<file path="src/rtl/instr_imm_encoder.sv">
// Packs opcode, register fields and a signed immediate into an RV32I word, range-checking the immediate.
// Latency: 2 cycles from input accept to out_valid; 1 word/cycle sustained throughput.
// Backpressure: each stage advances only when the next is empty or advancing; outputs held while !out_ready.
module instr_imm_encoder #(
    parameter int                 ADDR_W    = 32,
    parameter logic [ADDR_W-1:0]  BASE_ADDR = '0,
    parameter int                 DEPTH     = 256
) (
    input  logic              clk,
    input  logic              rst,
    input  logic              in_valid,
    output logic              in_ready,
    input  logic [6:0]        in_opcode,
    input  logic [4:0]        in_rd,
    input  logic [4:0]        in_rs1,
    input  logic [4:0]        in_rs2,
    input  logic [2:0]        in_funct3,
    input  logic [6:0]        in_funct7,
    input  logic [31:0]       in_imm,
    output logic              out_valid,
    input  logic              out_ready,
    output logic [31:0]       out_instr,
    output logic [ADDR_W-1:0] out_addr,
    output logic              out_err,
    output logic [7:0]        err_cnt
);

    // Word index within the DEPTH-word window; wraps the address back to BASE_ADDR.
    localparam int             IDX_W    = (DEPTH > 1) ? $clog2(DEPTH) : 1;
    localparam logic [IDX_W-1:0] LAST_IDX = IDX_W'(DEPTH - 1);

    // Canonical NOP (addi x0, x0, 0) substituted for rejected words.
    localparam logic [31:0] NOP_WORD = 32'h0000_0013;

    // Opcodes understood by the packer.
    localparam logic [6:0] OP_IMM    = 7'b0010011;
    localparam logic [6:0] OP_LOAD   = 7'b0000011;
    localparam logic [6:0] OP_STORE  = 7'b0100011;
    localparam logic [6:0] OP_BRANCH = 7'b1100011;
    localparam logic [6:0] OP_LUI    = 7'b0110111;
    localparam logic [6:0] OP_AUIPC  = 7'b0010111;
    localparam logic [6:0] OP_JAL    = 7'b1101111;
    localparam logic [6:0] OP_REG    = 7'b0110011;

    typedef struct packed {
        logic [6:0]  opcode;
        logic [4:0]  rd;
        logic [4:0]  rs1;
        logic [4:0]  rs2;
        logic [2:0]  funct3;
        logic [6:0]  funct7;
        logic [31:0] imm;
    } fields_t;

    // ------------------------------------------------------------------
    // Pipeline control
    // ------------------------------------------------------------------
    logic    s1_valid;
    fields_t s1;

    logic    out_fire;
    logic    s2_load;
    logic    s1_move;
    logic    in_fire;

    assign out_fire = out_valid && out_ready;
    // Output register may take a new word when it is empty or being drained this cycle.
    assign s2_load  = !out_valid || out_ready;
    assign s1_move  = s1_valid && s2_load;
    assign in_ready = !s1_valid || s1_move;
    assign in_fire  = in_valid && in_ready;

    // Stage 1: capture raw fields on input handshake, empty when its word moves on.
    always_ff @(posedge clk) begin
        if (rst) begin
            s1_valid <= 1'b0;
            s1       <= '0;
        end else if (in_fire) begin
            s1_valid    <= 1'b1;
            s1.opcode   <= in_opcode;
            s1.rd       <= in_rd;
            s1.rs1      <= in_rs1;
            s1.rs2      <= in_rs2;
            s1.funct3   <= in_funct3;
            s1.funct7   <= in_funct7;
            s1.imm      <= in_imm;
        end else if (s1_move) begin
            s1_valid <= 1'b0;
        end
    end

    // ------------------------------------------------------------------
    // Range checks: the immediate is legal only if sign-extending the
    // field it is packed into reproduces the full 32-bit value.
    // ------------------------------------------------------------------
    logic [31:0] imm;
    logic        fits_i;
    logic        fits_b;
    logic        fits_u;
    logic        fits_j;

    assign imm    = s1.imm;
    assign fits_i = (imm == {{20{imm[11]}}, imm[11:0]});
    assign fits_b = (imm == {{19{imm[12]}}, imm[12:0]}) && !imm[0];
    assign fits_u = (imm[11:0] == 12'd0);
    assign fits_j = (imm == {{11{imm[20]}}, imm[20:0]}) && !imm[0];

    // ------------------------------------------------------------------
    // Bit scatter for each format
    // ------------------------------------------------------------------
    logic [31:0] word_i;
    logic [31:0] word_s;
    logic [31:0] word_b;
    logic [31:0] word_u;
    logic [31:0] word_j;
    logic [31:0] word_r;

    assign word_i = {imm[11:0], s1.rs1, s1.funct3, s1.rd, s1.opcode};
    assign word_s = {imm[11:5], s1.rs2, s1.rs1, s1.funct3, imm[4:0], s1.opcode};
    assign word_b = {imm[12], imm[10:5], s1.rs2, s1.rs1, s1.funct3,
                     imm[4:1], imm[11], s1.opcode};
    assign word_u = {imm[31:12], s1.rd, s1.opcode};
    assign word_j = {imm[20], imm[10:1], imm[11], imm[19:12], s1.rd, s1.opcode};
    assign word_r = {s1.funct7, s1.rs2, s1.rs1, s1.funct3, s1.rd, s1.opcode};

    logic [31:0] enc_word;
    logic        enc_ok;

    // Select the packed word and its legality from the stage-1 opcode.
    always_comb begin
        enc_word = NOP_WORD;
        enc_ok   = 1'b0;
        case (s1.opcode)
            OP_IMM, OP_LOAD: begin
                enc_word = word_i;
                enc_ok   = fits_i;
            end
            OP_STORE: begin
                enc_word = word_s;
                enc_ok   = fits_i;
            end
            OP_BRANCH: begin
                enc_word = word_b;
                enc_ok   = fits_b;
            end
            OP_LUI, OP_AUIPC: begin
                enc_word = word_u;
                enc_ok   = fits_u;
            end
            OP_JAL: begin
                enc_word = word_j;
                enc_ok   = fits_j;
            end
            OP_REG: begin
                enc_word = word_r;
                enc_ok   = 1'b1;
            end
            default: begin
                enc_word = NOP_WORD;
                enc_ok   = 1'b0;
            end
        endcase
    end

    // Stage 2: register the packed word (or NOP on rejection) and hold it until drained.
    always_ff @(posedge clk) begin
        if (rst) begin
            out_valid <= 1'b0;
            out_instr <= 32'd0;
            out_err   <= 1'b0;
        end else if (s2_load) begin
            out_valid <= s1_valid;
            if (s1_valid) begin
                out_instr <= enc_ok ? enc_word : NOP_WORD;
                out_err   <= !enc_ok;
            end
        end
    end

    // ------------------------------------------------------------------
    // Address and error counters advance only on the output handshake,
    // so a stalled word keeps its address and is counted exactly once.
    // ------------------------------------------------------------------
    logic [IDX_W-1:0] word_idx;

    // Address walks by 4 bytes per emitted word and wraps after DEPTH words.
    always_ff @(posedge clk) begin
        if (rst) begin
            out_addr <= BASE_ADDR;
            word_idx <= '0;
        end else if (out_fire) begin
            if (word_idx == LAST_IDX) begin
                out_addr <= BASE_ADDR;
                word_idx <= '0;
            end else begin
                out_addr <= out_addr + ADDR_W'(4);
                word_idx <= word_idx + 1'b1;
            end
        end
    end

    // Saturating count of rejected words actually delivered downstream.
    always_ff @(posedge clk) begin
        if (rst) begin
            err_cnt <= 8'd0;
        end else if (out_fire && out_err && (err_cnt != 8'hFF)) begin
            err_cnt <= err_cnt + 8'd1;
        end
    end

endmodule

</file>
<file path="config.mk">
export PLATFORM = sky130hd
export DESIGN_NAME = instr_imm_encoder
export DESIGN_NICKNAME = d
export VERILOG_FILES = /design/src/rtl/instr_imm_encoder.sv
export SDC_FILE = /design/constraint.sdc
export NUM_CORES = 1
export LEC_CHECK = 0
export CAP_MARGIN = 40
export CORE_MARGIN = 5
export CORE_UTILIZATION = 52
export CTS_BUF_LIST = sky130_fd_sc_hd__clkbuf_4
export DETAILED_ROUTE_END_ITERATION = 6
export PLACE_DENSITY = 0.83
export SYNTH_ARGS = -nofsm -noshare
export SYNTH_HDL_FRONTEND = slang
export SYNTH_SLANG_ARGS = --single-unit
</file>
<file path="constraint.sdc">
create_clock -name clk -period 2.75 [get_ports clk]
set_input_delay 0.4125 -clock clk [delete_from_list [all_inputs] [get_ports clk]]
set_output_delay 0.4125 -clock clk [all_outputs]
set_load 0.05 [all_outputs]
</file>
==> results.py <==
metrics = {
    "synth": {
        "ys_warn_count": 0,
        "netlist_area_um2": 6167,
        "synth_commonest_cells": "sky130_fd_sc_hd__nand2_1 (182), sky130_fd_sc_hd__dfxtp_1 (145), sky130_fd_sc_hd__a21oi_1 (81)",
        "synthSimpleGateAreaFrac_pct": 25.77,
        "yosys.area_share.adder_pct": 0.6086,
        "cell_taking_the_most_area_after_synthesis": "sky130_fd_sc_hd__dfxtp_1",
        "synth-compound-area-share_pct": 16.49,
        "syn_area_per_cell_um2": 8.083,
        "yosysUniqueCellTypes": 53,
        "combinational_family_with_the_most_area_after_synthesis": "simple AND/OR/NAND/NOR gates",
        "post_synth_xor_area_fraction_pct": 5.681,
        "number_of_synthesized_register_bits": 145,
        "postSynth.topFlopCell": "sky130_fd_sc_hd__dfxtp_1",
        "synth_mux_area_share_pct": 0.4869,
        "synth_top_cell_area_share_pct": 47.07,
        "yosysSeqAreaShare_pct": 47.07,
        "number_of_enable_type_register_cells_in_the_synthesized_netlist": 0,
        "synth-async-reset-ratio_pct": 0,
        "synthCells": 763,
        "synth_area_leaders": "sky130_fd_sc_hd__dfxtp_1 (47%), sky130_fd_sc_hd__nand2_1 (11%), sky130_fd_sc_hd__a21oi_1 (6.6%), sky130_fd_sc_hd__nor2_1 (4.0%), sky130_fd_sc_hd__xor2_1 (3.3%)",
        "synth_most_common_cell": "sky130_fd_sc_hd__nand2_1",
    },
    "cts": {
        "clk-insertion-delay-late_ns": 0.54,
        "clock_sink_count": 145,
        "cts_max_path_buffers": 2,
        "post_cts_resize_count": 0,
        "clock-root-buffer": "sky130_fd_sc_hd__clkbuf_4",
        "cts-htree-levels": 4,
        "tritoncts": "yes",
        "cts_setup_buffers": 0,
        "number_of_hold_buffers_added_after_cts": 0,
        "clk_pin_slew_worst_paths_ns": 0.12,
        "tritoncts.num_buffers": 17,
    },
    "placement": {
        "place_hpwl_um": 12380,
        "gp_congestion": 0.9014,
        "port-buffer-count": 140,
    },
    "sta": {
        "worst_margin_pin_slew_ns": 0.6526,
        "timing.slew.headroom_pct": 56.09,
        "timing.final.setup_violations": 0,
        "final_hold_viol_count": 0,
        "hold_ws_ns": 0.1226,
        "final.setup_skew_ns": 0.01303,
        "min_period_ns": 2.600,
        "fin_setup_tns_ns": 0,
        "rsz0062_at_grt": "false",
        "final_max_slew_viol_count": 0,
        "timing.final.crit_share_pct": 94.54,
        "fmaxAchievable_mhz": 384.6,
    },
    "grt": {
        "grt_overflow": 0,
        "antenna_found_initial": 0,
        "pin_count_of_the_biggest_net_entering_global_routing": 65,
        "grt_util_all_layers_pct": 23.60,
        "grt_pass1_vias": 5652,
        "grt_pass1_wl_um": 27390,
    },
    "floorplanning": {
        "die_area_um2": 14140,
        "dieWidth_um": 118.9,
        "floorplan.die.height_um": 118.9,
        "floorplan.initialDensity_pct": 53.55,
        "floorplan.io_pins": 143,
        "fp.coreArea_um2": 11520,
        "rows": 39,
    },
    "critical_path": {
        "timing.critical_path.cells": "nor2b_1 > nand2_1 > clkdlybuf4s50_1",
        "timing.critical_path.required_ns": 2.34,
        "arrival_ns": 2.19,
        "cpLargestDelayFamily": "buffers and inverters",
        "critical_path.max_fanout": 5,
        "worst_setup_end_kind": "output pin",
        "slowest_stage": "sky130_fd_sc_hd__clkdlybuf4s50_1",
        "crit_type": "reg -> out",
        "path_buf_inv": 1,
        "max_stage_delay_ns": 0.75,
        "startpoint_type_of_the_worst_setup_path": "register",
    },
    "worst_hold_path": {
        "hold_class": "in -> reg",
    },
    "routing": {
        "routed_via_density": 5.629,
        "routed_wirelength_um": 16900,
        "antenna_left": 0,
        "dr_total_vias": 5922,
        "avgRoutedWirePerCell_um": 16.07,
        "detail_route.drc_violations": 0,
        "drt-pass1-iter-count": 5,
        "drt_first_iter_violations": 584,
    },
    "power_and_ir_drop": {
        "p_clk_share_pct": 32.5,
        "cellPowerDensity_nw_per_um2": 482.5,
        "switching_part_of_the_total_power_pct": 25.69,
        "share_seq_of_total_power_pct": 57.8,
        "cellLeakagePower_nw": 2.864,
        "post-layout-total-power_w": 0.003851,
        "vdd_ir_drop_max_uv": 373.1,
        "intPower_w": 0.002862,
        "p_switching_w": 0.0009894,
        "comb_power_share_pct": 9.7,
    },
    "layout": {
        "insertedDiodeCount": 0,
        "drive_gt1_share_pct": 7.921,
        "final_nets": 967,
        "flow.area_growth_from_synthesis_pct": 29.42,
    },
    "outcome": {
        "outcome": "finished clean",
    },
    "run": {
        "cap_viol_max_count": 0,
    },
}
-- worst reg2reg max path, stage by stage (launching register included) --
cell and delay, ns:
sky130_fd_sc_hd__dfxtp_1 0.56, sky130_fd_sc_hd__nand4_1 0.21, sky130_fd_sc_hd__or2_2 0.36, sky130_fd_sc_hd__a2111o_1 0.47
sky130_fd_sc_hd__o211ai_2 0.13, sky130_fd_sc_hd__o21ai_4 0.17, sky130_fd_sc_hd__buf_16 0.21, sky130_fd_sc_hd__o21ai_2 0.17
-- cells by family (layout without fill, tap and decap cells) --
logic type | Yosys count | count (layout)
adder cells (fa/ha/maj) | 3 | 3
XOR/XNOR | 40 | 40
other | 1 | 2
multiplexers | 3 | 3
flip-flops | 145 | 145
AO/OA/AOI/OAI | 163 | 163
buffers and inverters | 54 | 199
AND/OR/NAND/NOR | 354 | 354
-- metal layers --
layer	global-route usage [%]	share of wire (%)	routed length, um	vias up
li1	-	-	-	2887
met2	39.68	49	8242	243
met5	0	0	0	-
met1	29.23	43	7223	2766
met4	7.965	1.6	278	0
met3	6.635	6.9	1158	26
-- stage by stage --
step	setup slack, ns	cells	cell area, um^2	util [%]
finish	0.1502	1052	7981	69.31
detailed placement	0.2886	1020	7724	67.07
CTS	0.1298	1052	7981	69.31
global placement	0.3180	1018	7676	66.66
global route	0.01381	1052	7981	69.31
floorplan	0.4250	764	6171	-
-- final timing paths --
| check | start | end | slack, ns | cells past startpoint |
|---|---|---|---|---|
| max | out_valid | in_ready | 0.15 | 3 |
| min | rst | word_idx[4] | 0.12 | 2 |
| max reg2reg | imm[20] | out_instr[15] | 0.40 | 7 |
| min reg2reg | out_instr[10] | out_instr[10] | 0.46 | 2 |
-- layout by cell type (no fill, tap or decap), types with 3 or more instances in the layout --
| cell | synthesis | final |
|---|---|---|
| sky130_fd_sc_hd__buf_4 | 2 | 14 |
| sky130_fd_sc_hd__nand2b_1 | 3 | 3 |
| sky130_fd_sc_hd__o21ai_2 | 15 | 15 |
| sky130_fd_sc_hd__clkbuf_4 | 0 | 18 |
| sky130_fd_sc_hd__clkinvlp_4 | 0 | 3 |
| sky130_fd_sc_hd__nand2_1 | 182 | 181 |
| sky130_fd_sc_hd__and3_1 | 12 | 12 |
| sky130_fd_sc_hd__nor2_1 | 65 | 65 |
| sky130_fd_sc_hd__xnor2_1 | 17 | 17 |
| sky130_fd_sc_hd__clkdlybuf4s50_1 | 0 | 139 |
| sky130_fd_sc_hd__inv_1 | 10 | 10 |
| sky130_fd_sc_hd__nand3_1 | 29 | 29 |
| sky130_fd_sc_hd__o22ai_1 | 3 | 3 |
| sky130_fd_sc_hd__clkinv_2 | 0 | 5 |
| sky130_fd_sc_hd__nand4_1 | 17 | 17 |
| sky130_fd_sc_hd__nor3_1 | 6 | 6 |
| sky130_fd_sc_hd__a21oi_1 | 81 | 81 |
| sky130_fd_sc_hd__or2_2 | 3 | 3 |
| sky130_fd_sc_hd__nor4_1 | 7 | 7 |
| sky130_fd_sc_hd__o21ai_1 | 5 | 5 |
| sky130_fd_sc_hd__or3_1 | 4 | 4 |
| sky130_fd_sc_hd__nor2b_1 | 8 | 8 |
| sky130_fd_sc_hd__mux2i_1 | 3 | 3 |
| sky130_fd_sc_hd__clkinv_1 | 0 | 4 |
| sky130_fd_sc_hd__a22oi_1 | 14 | 14 |
| sky130_fd_sc_hd__and2_1 | 5 | 4 |
| sky130_fd_sc_hd__o21ai_0 | 21 | 21 |
| sky130_fd_sc_hd__and4_1 | 5 | 5 |
| sky130_fd_sc_hd__ha_1 | 3 | 3 |
| sky130_fd_sc_hd__a22o_1 | 4 | 4 |
| sky130_fd_sc_hd__dfxtp_1 | 145 | 145 |
| sky130_fd_sc_hd__a222oi_1 | 6 | 6 |
| sky130_fd_sc_hd__xor2_1 | 23 | 23 |
-- area by class of cell --
type / instances / area, um^2
Timing Repair Buffer: 157 / 1569
Inverter: 10 / 37.54
Sequential cell: 145 / 2903
Clock inverter: 14 / 122.6
Clock buffer: 18 / 135.1
Tap cell: 143 / 178.9
Multi-Input combinational cell: 565 / 3035
Fill cell: 925 / 3535
-- power groups by stage --
stage	Clock (W)	Combinational [W]	Sequential, W
floorplan	0	0.000191	0.00227
finish	0.00125	0.000375	0.00223
CTS	0.00128	0.000373	0.00222
global placement	0	0.000359	0.00227
detailed placement	0	0.000371	0.00227
global route	0.00138	0.000409	0.00223
-- sequential cells by signal, summed over array words and instances, names as in the netlist --
register / count
imm: 32
err_cnt: 8
word_idx: 8
out_addr: 30
out_valid: 1
s1_valid: 1
out_err: 1
out_instr: 32
s1: 32
Note: power is estimated with default switching activity, not from simulation.
